--- src/rtl/proc_pkg.sv ---
// Shared definitions for the 9-bit processor control path: word width, opcodes
// and the control FSM state encoding.
package proc_pkg;

    localparam int unsigned DW = 9;

    localparam logic [2:0] OP_MV  = 3'b000;
    localparam logic [2:0] OP_MVI = 3'b001;
    localparam logic [2:0] OP_ADD = 3'b010;
    localparam logic [2:0] OP_SUB = 3'b011;

    typedef enum logic [1:0] {
        T0 = 2'd0,
        T1 = 2'd1,
        T2 = 2'd2,
        T3 = 2'd3
    } state_t;

endpackage

--- src/rtl/proc_control_fsm_dec3to8.sv ---
// 3-bit to one-hot 8-bit decoder; the output is all zero when the enable is low.
module dec3to8 (
    input  logic       en,
    input  logic [2:0] sel,
    output logic [7:0] onehot
);

    always_comb begin
        onehot = '0;
        if (en) begin
            onehot[sel] = 1'b1;
        end
    end

endmodule

--- src/rtl/proc_control_fsm.sv ---
// Control unit for the 9-bit processor: captures an instruction into IR and
// sequences bus-source selects and load enables over 2-4 cycles.
module proc_control_fsm
    import proc_pkg::*;
#(
    parameter int unsigned NREG = 8,
    parameter int unsigned DW   = proc_pkg::DW
) (
    input  logic            clock,
    input  logic            reset,
    input  logic            run,
    input  logic [DW-1:0]   din,
    output logic            ir_in,
    output logic [NREG-1:0] r_in,
    output logic [NREG-1:0] rsele,
    output logic            gsele,
    output logic            dsele,
    output logic            a_in,
    output logic            g_in,
    output logic            addsub,
    output logic            busy,
    output logic            done
);

    state_t        state_q, state_d;
    logic [DW-1:0] ir_q, ir_d;

    logic [2:0] op;
    logic       rin_x_en;
    logic       rsel_x_en;
    logic       rsel_y_en;
    logic [7:0] x_onehot;
    logic [7:0] y_onehot;

    assign op = ir_q[8:6];

    dec3to8 u_dec_x (
        .en     (rin_x_en | rsel_x_en),
        .sel    (ir_q[5:3]),
        .onehot (x_onehot)
    );

    dec3to8 u_dec_y (
        .en     (rsel_y_en),
        .sel    (ir_q[2:0]),
        .onehot (y_onehot)
    );

    always_comb begin
        state_d   = state_q;
        ir_d      = ir_q;
        ir_in     = 1'b0;
        rin_x_en  = 1'b0;
        rsel_x_en = 1'b0;
        rsel_y_en = 1'b0;
        gsele     = 1'b0;
        dsele     = 1'b0;
        a_in      = 1'b0;
        g_in      = 1'b0;
        addsub    = 1'b0;
        busy      = 1'b0;
        done      = 1'b0;

        case (state_q)
            T0: begin
                ir_in = run;
                if (run) begin
                    ir_d    = din;
                    state_d = T1;
                end
            end
            T1: begin
                busy = 1'b1;
                case (op)
                    OP_MV: begin
                        rsel_y_en = 1'b1;
                        rin_x_en  = 1'b1;
                        done      = 1'b1;
                        state_d   = T0;
                    end
                    OP_MVI: begin
                        dsele    = 1'b1;
                        rin_x_en = 1'b1;
                        done     = 1'b1;
                        state_d  = T0;
                    end
                    OP_ADD, OP_SUB: begin
                        rsel_x_en = 1'b1;
                        a_in      = 1'b1;
                        state_d   = T2;
                    end
                    default: begin
                        done    = 1'b1;
                        state_d = T0;
                    end
                endcase
            end
            T2: begin
                busy      = 1'b1;
                rsel_y_en = 1'b1;
                g_in      = 1'b1;
                addsub    = op[0];
                state_d   = T3;
            end
            T3: begin
                busy     = 1'b1;
                gsele    = 1'b1;
                rin_x_en = 1'b1;
                done     = 1'b1;
                state_d  = T0;
            end
            default: state_d = T0;
        endcase

        // Reset masks every strobe so an aborted instruction writes nothing.
        if (reset) begin
            ir_in     = 1'b0;
            rin_x_en  = 1'b0;
            rsel_x_en = 1'b0;
            rsel_y_en = 1'b0;
            gsele     = 1'b0;
            dsele     = 1'b0;
            a_in      = 1'b0;
            g_in      = 1'b0;
            addsub    = 1'b0;
            busy      = 1'b0;
            done      = 1'b0;
        end
    end

    assign r_in  = rin_x_en ? x_onehot : '0;
    assign rsele = (rsel_x_en ? x_onehot : '0) | y_onehot;

    always_ff @(posedge clock) begin
        if (reset) begin
            state_q <= T0;
            ir_q    <= '0;
        end else begin
            state_q <= state_d;
            ir_q    <= ir_d;
        end
    end

endmodule

--- config.mk ---
export PLATFORM = sky130hd
export DESIGN_NAME = proc_control_fsm
export DESIGN_NICKNAME = d
export VERILOG_FILES = /design/src/rtl/proc_pkg.sv /design/src/rtl/proc_control_fsm_dec3to8.sv /design/src/rtl/proc_control_fsm.sv
export SDC_FILE = /design/constraint.sdc
export NUM_CORES = 1
export LEC_CHECK = 0
export CAP_MARGIN = 30
export CORE_AREA = 5 5 42 44
export CTS_CLUSTER_SIZE = 28
export DETAILED_ROUTE_END_ITERATION = 10
export DIE_AREA = 0 0 47 49
export DONT_BUFFER_PORTS = 1
export PLACE_DENSITY = 0.79
export SLEW_MARGIN = 20
export SYNTH_ARGS = -nofsm -noshare
export SYNTH_HDL_FRONTEND = slang
export SYNTH_SLANG_ARGS = --single-unit
--- constraint.sdc ---
create_clock -name clock -period 2.6 [get_ports clock]
set_input_delay 0.39 -clock clock [delete_from_list [all_inputs] [get_ports clock]]
set_output_delay 0.39 -clock clock [all_outputs]
set_load 0.03 [all_outputs]
==> results of run 1 <==
-- registers in the layout (all words and copies together), names as in the netlist, named ones only --
name and cells:
ir_q 9, state_q 1
-- worst register-to-register path, cell delays in order, from the launching register on --
cell and delay (ps):
dfxtp_1 420, inv_1 110, ha_1 230, nand2_1 240
nand2_1 90, a21oi_1 140
-- routing by layer --
metal	global-route usage [%]	vias to the layer above	part of all wire, %
li1	-	404	-
met1	22.2	372	41
met2	29.6	31	49
met3	2.21	4	8.2
met4	10.1	0	1.9
met5	0	-	0
-- per-stage QoR --
stage	cell area, µm²	setup slack, ps	hold WS (ps)	power, µW
CTS	928	299	179	410
floorplan	772	346	465	281
detailed placement	902	595	465	297
finish	928	296	187	406
global route	928	105	177	430
global placement	902	646	462	294
-- worst max path at each step --
stage,startpoint,endpoint,slack [ps]
final,state_q[0],rsele[6],300
after global routing,state_q[0],rsele[6],110
after CTS,state_q[0],rsele[6],300
after detailed placement,state_q[0],rsele[0],600
after global placement,state_q[0],rsele[0],650
after floorplan,state_q[0],rsele[2],350
-- cell usage after synthesis, types with 2 or more instances --
cell,number
a21oi_1,11
and2_1,2
dfxtp_1,11
ha_1,5
inv_1,2
nand2_1,22
nand2b_1,5
nand3b_1,2
nor2_1,8
nor2b_1,4
nor3_1,8
o22ai_1,4
o32ai_1,4
-- power groups by stage --
stage / Clock [µW] / Sequential, µW / Combinational, µW
3_3_place_gp: 0 / 200 / 93.2
3_5_place_dp: 0 / 202 / 95.7
2_1_floorplan: 0 / 196 / 85.0
5_1_grt: 121 / 201 / 108
4_1_cts: 116 / 198 / 96.3
6_report: 112 / 198 / 95.7
-- kinds of logic after synthesis --
logic type,after synthesis
buffers and inverters,6
DFF,11
adders and majority gates,5
and+or+nand+nor,60
AOI/OAI and AO/OA,23
-- final cells by class --
class	count	area, µm²	area share, %
flip-flops and latches	11	220	23.7
clock buffers	4	26.3	2.83
well taps	16	20.0	2.16
multi-input cells	88	527	56.7
inverters	2	7.51	0.809
repair buffers	17	128	13.7
==> run summary, run 1 <==
initial cell density of the core -> 55.1%
VDD IR-drop max -> 0.000323 V
RSZ-0062 raised after global routing -> no
outcome -> finished clean
Reg2Reg Launch Point -> state_q[0]
worst hold path endpoint -> ir_q[2]
share of the clock period used by the worst path -> 88.6%
number of nets in the synthesized netlist -> 122
via count of the first global-routing pass -> 760
leading post-synthesis cells by cell area -> dfxtp_1 (29%), nand2_1 (11%), ha_1 (8.1%)
Placer Congestion -> 0.830
static leakage -> 0.000368 µW
post-synthesis mux area share -> 0%
clock insertion delay at the later pin of the skew report -> 260 ps
fraction of registers with async set or reset after synthesis -> 0%
cell area power density -> 437 nW/µm²
number of inserted diodes -> 0
Psw -> 131 µW
fraction of final layout cells with drive strength greater than 1 -> 19.7%
crit end category -> output port
WP depth -> 6
total routed wirelength -> 1950 µm
length of the first detailed-routing pass in iterations -> 4
share of synthesized cell area in and, or, nand and nor gates -> 41.7%
initial antenna violation count -> 0
die outline width -> 47 µm
critical path cell sequence -> inv_1 > ha_1 > nor2b_1 > nand3_1 > o32ai_1 > buf_4
clock-pin slew of the registers on the worst-case setup and hold paths -> 70 ps
DRC violation total after the first TritonRoute iteration -> 6
worst hold path class -> in2reg
TNS Setup -> 0 ps
synthesized area per cell -> 7.35 µm²
Gates resized, CTS repair -> 0
combinational family with the most area after synthesis -> simple AND/OR/NAND/NOR gates
placed instance count -> 134
HPWL Detailed -> 1570 µm
fraction of synthesized cell area in xor and xnor cells -> 0%
Area growth, synth to finish -> 20.3%
category of the worst setup path launch point -> register
Post-synth EDFFs -> 0
maximum fanout count along the critical path -> 6
number of core rows -> 14
count of clock tree sinks -> 11
Net count, final -> 140
required time reported for the critical path endpoint -> 2210 ps
max-slew headroom at the worst pin -> 61.7%
Comb power frac -> 23.6%
synthesized-area fraction occupied by adder cells -> 8.10%
share of total power in the clock network -> 27.6%
number of setup buffers added after CTS -> 0
detailed-route wire length per cell -> 14.1 µm
transition time of the tightest slew-check pin -> 573 ps
area inside the core boundary -> 1400 µm²
Cell Int Power -> 275 µW
number of warnings reported in the yosys synthesis log -> 0
H-tree level count -> 1
floorplan die area -> 2300 µm²
gate count after technology mapping -> 105
buffer and inverter count on the worst path -> 2
distinct cell type count after synthesis -> 30
# fillers -> 134
Ports -> 36
Seq/Total Area, Yosys -> 28.5%
post-detailed-route count of antenna-violating nets -> 0
aggregate global-route resource usage -> 18.3%
capture instance of the worst register-to-register path -> ir_q[8]
setup clock skew after layout -> 3.15 ps
Synth top area share -> 28.5%
ratio of routed vias to standard cells -> 5.88
number of cells on the worst hold path -> 1
slowest stage cell, crit path -> dfxtp_1
Tmin final -> 2300 ps
sum of overflow across all layers after global routing -> 0
Post-Synthesis Cell Area -> 772 µm²
most frequent standard cell in the layout excluding fill and tap cells -> nand2_1
count of final hold-check violations -> 0
top library cells by usage in the layout, fill and taps aside -> nand2_1 (22), buf_4 (17), a21oi_1 (11), dfxtp_1 (11)
signal arrival time at the worst endpoint -> 1910 ps
part of the power in registers -> 48.8%
post-synth top area cell -> dfxtp_1
ys flop type -> dfxtp_1
y dimension of the die -> 49 µm
final setup violating endpoints -> 0
delay of the slowest critical-path stage -> 420 ps
number of maximum-capacitance constraint violations -> 0
FMAX -> 434 MHz
Final Max Slew Viols -> 0
Switching Fraction -> 32.3%
final core utilization -> 66.3%
post-layout instance count excluding filler cells -> 138
logic depth of the worst register-to-register path -> 5
origin of the worst min-delay path -> reset
critical path class -> reg2out
clock tree from TritonCTS -> built
Port Buffer Count -> 0
number of remaining DRC errors -> 0
post-cts hold buffer count -> 0
Bufs on Longest Clock Path -> 2
compound-gate portion of the synthesized area -> 18.5%
total via count in the routed design -> 811
global-route wire length before repair -> 3180 µm
internal reg-to-reg setup slack -> 1300 ps
number of clock buffers inserted by TritonCTS -> 3
largest delay contributor family on the critical path -> flip-flops
maximum number of pins on one net before global-route repair -> 22
#FFs+latches synth -> 11
CTS Root Buffer Type -> clkbuf_4
Power figures use the tool's default switching activity.
==> run 2: changes to the inputs <==
--- a/constraint.sdc
+++ b/constraint.sdc
@@ -3,2 +3,2 @@
 set_output_delay 0.39 -clock clock [all_outputs]
-set_load 0.03 [all_outputs]
+set_load 0.02 [all_outputs]
==> run 2 against run 1 <==
- worst hold slack barely moved
- clock-buffer cell count is the same
- sequential power barely moved
- sequential share of layout area increased by 2.5 points
- register-to-register slack worse by 20 ps
- global-route usage is 0.49 points lower
- via count fell by 6.3%
- die area unchanged
- final area shrank 9.7%
- combinational power fell by 6.9%
- worst setup slack got worse by 5.3 ps
==> run summary, run 2 (same netlist as run 1, synthesis figures left out) <==
outcome -> finished clean
length of the first detailed-routing pass in iterations -> 4 (unchanged)
die outline width -> 47 µm (unchanged)
setup clock skew after layout -> 1.76 ps (-1.39 ps)
number of remaining DRC errors -> 0 (unchanged)
CTS Root Buffer Type -> clkbuf_4
TNS Setup -> 0 ps (unchanged)
required time reported for the critical path endpoint -> 2210 ps (about the same)
global-route wire length before repair -> 3020 µm (-5.0%)
Gates resized, CTS repair -> 0 (unchanged)
count of clock tree sinks -> 11 (unchanged)
clock insertion delay at the later pin of the skew report -> 260 ps (about the same)
category of the worst setup path launch point -> register
registers with the most flip-flops -> ir_q: 9 flops, state_q: 1 flops
y dimension of the die -> 49 µm (unchanged)
maximum fanout count along the critical path -> 6 (unchanged)
Reg2Reg Launch Point -> state_q[0]
number of setup buffers added after CTS -> 0 (unchanged)
logic depth of the worst register-to-register path -> 5 (unchanged)
clock-pin slew of the registers on the worst-case setup and hold paths -> 60 ps (about the same)
Comb power frac -> 22.3% (-1.3 points)
cell area power density -> 476 nW/µm² (+8.9%)
met3 global-route usage -> 2.58% (+0.37 points)
origin of the worst min-delay path -> reset
H-tree level count -> 1 (unchanged)
Switching Fraction -> 31.5% (-0.83 points)
critical path startpoint -> state_q[0]
Post-DP Area -> 812 µm² (-10%)
RSZ-0062 raised after global routing -> no
Net count, final -> 128 (-8.6%)
number of flip-flops under the largest register name -> 9 (unchanged)
Bufs on Longest Clock Path -> 2 (unchanged)
Cell Int Power -> 274 µW (-0.45%)
crit end category -> output port
maximum number of pins on one net before global-route repair -> 22 (unchanged)
total routed wirelength -> 1850 µm (-5.1%)
post-layout instance count excluding filler cells -> 126 (-8.7%)
total via count in the routed design -> 760 (-6.3%)
FMAX -> 433 MHz (-0.23%)
post-cts hold buffer count -> 0 (unchanged)
final setup violating endpoints -> 0 (unchanged)
capture instance of the worst register-to-register path -> ir_q[7]
sum of overflow across all layers after global routing -> 0 (unchanged)
top library cells by usage in the layout, fill and taps aside -> nand2_1 (22), a21oi_1 (11), dfxtp_1 (11)
# fillers -> 139 (+3.7%)
initial cell density of the core -> 55.1% (unchanged)
DRC violation total after the first TritonRoute iteration -> 12 (+6)
worst hold path class -> in2reg
detailed-route wire length per cell -> 14.7 µm (+3.9%)
part of the power in registers -> 49.6% (+0.8 points)
max-slew headroom at the worst pin -> 56.7% (-5.0 points)
aggregate global-route resource usage -> 17.8% (-0.49 points)
number of clock buffers inserted by TritonCTS -> 3 (unchanged)
final instance area -> 838 µm² (-9.7%)
Most flops, register -> ir_q
clock tree from TritonCTS -> built
ratio of routed vias to standard cells -> 6.03 (+2.6%)
transition time of the tightest slew-check pin -> 644 ps (+71.1 ps)
Port Buffer Count -> 0 (unchanged)
Final Max Slew Viols -> 0 (unchanged)
Placer Congestion -> 0.769 (-7.3%)
internal reg-to-reg setup slack -> 1280 ps (-20 ps)
VDD IR-drop max -> 0.000300 V (-7.0%)
met1 track demand over resource -> 22.2% (unchanged)
most frequent standard cell in the layout excluding fill and tap cells -> nand2_1
HPWL Detailed -> 1460 µm (-6.7%)
number of core rows -> 14 (unchanged)
number of maximum-capacitance constraint violations -> 0 (unchanged)
Psw -> 126 µW (-4.2%)
met2 usage -> 28.1% (-1.6 points)
placed instance count -> 122 (-9.0%)
area inside the core boundary -> 1400 µm² (unchanged)
Ports -> 36 (unchanged)
Area growth, synth to finish -> 8.59%
share of total power in the clock network -> 28.1% (+0.5 points)
floorplan die area -> 2300 µm² (unchanged)
static leakage -> 0.000303 µW (-18%)
fraction of final layout cells with drive strength greater than 1 -> 10.9% (-8.8 points)
number of inserted diodes -> 0 (unchanged)
via count of the first global-routing pass -> 709 (-6.7%)
critical path class -> reg2out
signal arrival time at the worst endpoint -> 1920 ps (about the same)
busiest grt layer -> met2
initial antenna violation count -> 0 (unchanged)
count of final hold-check violations -> 0 (unchanged)
number of cells on the worst hold path -> 1 (unchanged)
Tmin final -> 2310 ps (+5.33 ps)
post-detailed-route count of antenna-violating nets -> 0 (unchanged)
share of the clock period used by the worst path -> 88.8% (+0.20 points)
## run 2: cell types whose count changed in the layout (fill, tap and decap cells not counted), sizes merged
cell  before  now
buf       17    5
## run 2: worst max path at each step
| stage | slack, ps | cells past startpoint | endpoint |
|---|---|---|---|
| after global routing | 80 | 6 | rsele[6] |
| after CTS | 270 | 6 | rsele[6] |
| after floorplan | 560 | 5 | rsele[2] |
| final | 290 | 6 | rsele[6] |
| after detailed placement | 580 | 6 | rsele[6] |
| after global placement | 630 | 5 | r_in[4] |
## run 2: cell type report
type	count	area, µm²	share of cell area (%)
multi-input cells	88	527	62.8
flip-flops and latches	11	220	26.3
repair buffers	5	37.5	4.48
clock buffers	4	26.3	3.13
well taps	16	20.0	2.39
inverters	2	7.51	0.896
## run 2: through the flow
step	setup slack (ps)	hold WS (ps)	util, %	total power [µW]
2_1_floorplan	561	465	-	275
3_3_place_gp	630	462	57.9	287
3_5_place_dp	578	464	57.9	291
4_1_cts	271	177	59.8	405
5_1_grt	77.6	165	59.8	430
6_report	291	187	59.8	399
## run 2: critical path: stages, from the launching register on
cell     delay (ps)
dfxtp_1         420
inv_1           110
ha_1            280
nor2b_1         250
nand3_1         150
o32ai_1         250
buf_4           190
## run 2: power by group through the flow
stage	combinational, µW	clock [µW]	sequential [µW]
after floorplan	79.4	0	196
after CTS	89.8	118	198
after global routing	99.8	130	200
after detailed placement	88.9	0	202
final	89.1	112	198
after global placement	87.0	0	200
## run 2: metal layers
layer | vias to the layer above | wire [µm]
met2 | 29 | 868
met3 | 5 | 135
met5 | - | 0
met4 | 0 | 44
li1 | 378 | -
met1 | 348 | 797
